$ cat config.mk
export PLATFORM = sky130hd
export DESIGN_NAME = neopixel_frame_sched
export DESIGN_NICKNAME = d
export VERILOG_FILES = /design/src/rtl/neopixel_pkg.sv /design/src/rtl/neopixel_frame_timer.sv /design/src/rtl/neopixel_frame_sched.sv
export SDC_FILE = /design/constraint.sdc
export NUM_CORES = 1
export LEC_CHECK = 0
export ABC_CLOCK_PERIOD_IN_PS = 2000
export BUFFER_PORTS_ARGS = -buffer_cell sky130_fd_sc_hd__clkbuf_2
export CAP_MARGIN = 10
export CORE_ASPECT_RATIO = 0.75
export CORE_UTILIZATION = 50
export DETAILED_ROUTE_END_ITERATION = 6
export GPL_ROUTABILITY_DRIVEN = 1
export PLACE_DENSITY = 0.82
export SETUP_SLACK_MARGIN = 0.4
export SYNTH_ARGS = -nofsm -noshare
export SYNTH_HDL_FRONTEND = slang
export SYNTH_SLANG_ARGS = --single-unit
$ cat constraint.sdc
create_clock -name clock_125m -period 2 [get_ports clock_125m]
set_input_delay 0.1 -clock clock_125m [delete_from_list [all_inputs] [get_ports clock_125m]]
set_output_delay 0.1 -clock clock_125m [all_outputs]
set_load 0.005 [all_outputs]
$ cat src/rtl/neopixel_pkg.sv
// neopixel_pkg: shared pixel type, scheduler states and default timing constants
package neopixel_pkg;
  typedef logic [23:0] pixel_t;
  typedef enum logic [2:0] {S_IDLE, S_FETCH, S_CAPTURE, S_SEND, S_DRAIN, S_LATCH} state_t;
  localparam int DEF_PIXEL_COUNT = 4;
  localparam int DEF_CONTROL_RATE = 8000;
  localparam int DEF_LATCH_CYCLES = 6250;
  function automatic int cnt_w(input int n);
    return n > 1 ? $clog2(n) : 1;
  endfunction
endpackage

$ cat src/rtl/neopixel_frame_timer.sv
// neopixel_frame_timer: free-running frame tick generator, held at zero while disabled
module neopixel_frame_timer import neopixel_pkg::*; #(
  parameter int C_CONTROL_RATE = DEF_CONTROL_RATE
) (
  input  logic clk,
  input  logic rst,
  input  logic enable,
  output logic tick
);
  localparam int W = cnt_w(C_CONTROL_RATE);
  localparam logic [W-1:0] LAST = W'(C_CONTROL_RATE - 1);
  logic [W-1:0] count;
  assign tick = enable && count == LAST;
  always_ff @(posedge clk)
    count <= (rst || !enable || tick) ? '0 : count + 1'b1;
endmodule

$ cat src/rtl/neopixel_frame_sched.sv
// neopixel_frame_sched: per-tick frame sequencer fetching pixels from a buffer into a serializer
module neopixel_frame_sched import neopixel_pkg::*; #(
  parameter int C_PIXEL_COUNT = DEF_PIXEL_COUNT,
  parameter int C_CONTROL_RATE = DEF_CONTROL_RATE,
  parameter int C_LATCH_CYCLES = DEF_LATCH_CYCLES,
  localparam int ADDR_W = cnt_w(C_PIXEL_COUNT)
) (
  input  logic              clock_125m,
  input  logic              reset_125m,
  input  logic              enable,
  output logic              pix_rd_en,
  output logic [ADDR_W-1:0] pix_rd_addr,
  input  logic [23:0]       pix_rd_data,
  output logic [23:0]       ser_data,
  output logic              ser_valid,
  input  logic              ser_ready,
  input  logic              ser_idle,
  output logic              frame_start,
  output logic              frame_done,
  output logic              overrun,
  output logic              busy
);
  localparam int LW = cnt_w(C_LATCH_CYCLES);
  localparam logic [ADDR_W-1:0] LAST_PIX = ADDR_W'(C_PIXEL_COUNT - 1);
  localparam logic [LW-1:0] LAST_LAT = LW'(C_LATCH_CYCLES - 1);
  state_t state, state_n;
  logic [ADDR_W-1:0] index, index_n;
  logic [LW-1:0] latch_cnt, latch_n;
  pixel_t data_n;
  logic valid_n, tick, last_pix, latch_end;
  neopixel_frame_timer #(.C_CONTROL_RATE(C_CONTROL_RATE)) u_timer (
    .clk(clock_125m),
    .rst(reset_125m),
    .enable(enable),
    .tick(tick)
  );
  assign last_pix = index == LAST_PIX;
  assign latch_end = latch_cnt == LAST_LAT;
  assign busy = state != S_IDLE;
  assign overrun = tick && busy;
  assign pix_rd_en = state == S_FETCH;
  assign pix_rd_addr = pix_rd_en ? index : '0;
  assign frame_done = state == S_LATCH && latch_end;
  always_ff @(posedge clock_125m) begin
    if (reset_125m) begin
      state <= S_IDLE;
      index <= '0;
      latch_cnt <= '0;
      ser_data <= '0;
      ser_valid <= 1'b0;
      frame_start <= 1'b0;
    end else begin
      state <= state_n;
      index <= index_n;
      latch_cnt <= latch_n;
      ser_data <= data_n;
      ser_valid <= valid_n;
      frame_start <= state == S_IDLE && tick;
    end
  end
  // ser_valid is always high in SEND, so ser_ready alone completes the handshake
  always_comb begin
    state_n = state;
    index_n = index;
    latch_n = latch_cnt;
    data_n = ser_data;
    valid_n = ser_valid;
    case (state)
      S_IDLE: begin
        state_n = tick ? S_FETCH : S_IDLE;
        index_n = tick ? '0 : index;
      end
      S_FETCH: state_n = S_CAPTURE;
      S_CAPTURE: begin
        data_n = pix_rd_data;
        valid_n = 1'b1;
        state_n = S_SEND;
      end
      S_SEND: if (ser_ready) begin
        valid_n = 1'b0;
        state_n = last_pix ? S_DRAIN : S_FETCH;
        index_n = last_pix ? index : index + 1'b1;
      end
      S_DRAIN: if (ser_idle) begin
        state_n = S_LATCH;
        latch_n = '0;
      end
      S_LATCH: begin
        state_n = latch_end ? S_IDLE : S_LATCH;
        latch_n = latch_end ? latch_cnt : latch_cnt + 1'b1;
      end
      default: state_n = S_IDLE;
    endcase
  end
endmodule

==> metrics.cfg <==
[timing]
fin_skew_ns=0.00559
rsz0062_at_grt=yes
slew_headroom_pct=65.9
maxSlewViolCount=0
worstMarginPinSlew_ns=0.509
setup_ws_ns=0.405
final.setup.tns_ns=0
hold_violations=0
layout_worst_path_cycle_share_pct=79.7
fin_crit_ns=1.59
fmax_mhz=627
setup_viol=0

[pwr]
p_leak_nw=1.37
vdd_ir_drop_max_mv=0.606
total_power_mw=2.43
p_per_area_nw_per_um2=690

[synth]
netlist-cell-type-count=46
synth_area_per_cell_um2=8.33
ys_warn_count=0
synth-main-ff-cell=dfxtp_1
synth-async-reset-ratio_pct=0
synth-edff-count=0
mappedNetlistArea_um2=2530
syn_inst=304
synth_fp_nets=337
yosysSeqAreaShare_pct=45.1
synth_seq_cells=57

[drt]
vias_per_cell=5.41
num_vias=2493
dr.first_iter.drc_count=159
wl_per_cell_um=13.9
drt-pass1-iter-count=6
wl_um=6410
detail-route-antenna-nets=0
drc=15

[global_routing]
overflow=0
antenna_found_initial=0
grt_max_degree=23
grt_pass1_vias=2229
grt_pass1_wl_um=9970
grt_usage_pct=24.0

[status]
status=finished with violations
violations=DRC

[final_layout]
drive_above_1_share_pct=31.4
final_common_cell=nand2_1
num_antenna_cells=0
finish.instance_area_um2=3510
final_cells=461
mostFrequentLayoutCells=61 x nand2_1, 58 x clkbuf_2, 43 x dfxtp_1, 35 x a21oi_1, 25 x nor2_1
num-nets-final=429
area_delta_synth_final_pct=38.9

[place]
dpl.hpwl_um=3750
gp_congestion=0.843
place_area_um2=2860
place_ws_ns=0.239
port_buffers=60
place_inst=411

[floorplan]
core_area_um2=4870
die_area_um2=5350
ioPinCount=61
die_w_um=84.2
rows=22
floorplan.initialDensity_pct=52.0
die_h_um=63.6

[critical_path]
start_kind=flop
path_class=reg -> out
cp-end-kind=output port
critPathMaxFanout=4
cp.required_ns=1.90
cp.arrival_ns=1.49

[clock_tree]
cts_tree=built
cts_inserted_buffers=9
cts.sinks=57
path_clk_slew_ns=0.06
cts.path.max_buffers=2
root_buffer=clkbuf_8
clk_latency_ns=0.34
h-tree-depth=3

[flow_run]
cap_violations=0

[hold_path]
hold_path.class=in -> reg

[power breakdown]
group,leakage [nW],internal (mW),switching [mW]
combinational,0.794,0.0597,0.0443
sequential,0.468,1.13,0.00209
clock,0.107,0.738,0.452
total,1.37,1.93,0.499
[logic make-up after synthesis]
| logic type | synth area share, % |
|---|---|
| flops | 45.1 |
| simple gates | 31.2 |
| buf+inv | 4.35 |
| mux | 0.840 |
| compound gates | 11.3 |
| xor+xnor | 5.19 |
| fa+ha+maj | 1.98 |
[worst max-delay path: stages (launching register included)]
cell and delay, ns:
dfxtp_4 0.36, inv_4 0.06, ha_4 0.12, nand2_2 0.05, nor3_2 0.14, nand4b_1 0.15
nor3_2 0.13, buf_2 0.14
[metrics by stage]
stage          hold WS [ns]  utilization [%]
2_1_floorplan         0.210                -
3_5_place_dp          0.329             58.7
3_3_place_gp          0.324             58.7
4_1_cts              0.0490             69.0
6_report             0.0554             72.1
5_1_grt              0.0579             72.1
[path summary, 6_finish.rpt]
| kind | from | endpoint | slack (ns) | cells past startpoint |
|---|---|---|---|---|
| worst max-delay path | latch_cnt[1]$_SDFFE_PP0P_ | frame_done | 0.41 | 7 |
| worst min-delay path | ser_ready | state[1]$_SDFFE_PP0P_ | 0.06 | 2 |
| worst max register to register | u_timer.count[7]$_SDFF_PP0_ | u_timer.count[7]$_SDFF_PP0_ | 0.46 | 4 |
| worst min register to register | ser_data[1]$_SDFFE_PP0P_ | ser_data[1]$_SDFFE_PP0P_ | 0.45 | 2 |
[state kept, by name, indices dropped and copies added (netlist names)]
register,flops
frame_start,1
state,3
ser_data,24
u_timer.count,13
index,2
latch_cnt,13
ser_valid,1
[repair_timing]
action | 4_1_cts | 5_1_grt
gates cloned | 0 | 0
hold buffers | 24 | 0
setup endpoints to repair | 26 | 42
pin swaps | 0 | 5
setup buffers | 0 | 10
resized for setup | 11 | 30
endpoints found under the hold margin | 24 | 0
[routing by layer]
layer	global-route usage (%)	vias up	wire, µm
met2	38.8	87	3110
met5	0	-	0
met4	16.2	0	112
li1	-	1236	-
met1	28.2	1161	2790
met3	6.29	9	388
[cell usage after synthesis, types with 6 or more instances]
master / number / area [µm²]
nand2_1: 62 / 233
inv_1: 6 / 22.5
nand4_1: 11 / 68.8
clkbuf_1: 8 / 30.0
nand3_1: 10 / 50.1
buf_2: 7 / 35.0
dfxtp_1: 57 / 1140
xor2_1: 10 / 87.6
a21oi_1: 35 / 175
nor2_1: 25 / 93.8
[final cells by class]
class | count | area, µm²
flip-flops and latches | 57 | 1170
well taps | 60 | 75.1
clock buffers | 12 | 145
inverters | 6 | 27.5
multi-input cells | 223 | 1370
repair buffers | 99 | 653
clock inverters | 4 | 76.3
fillers | 364 | 1360
Power figures use the tool's default switching activity.
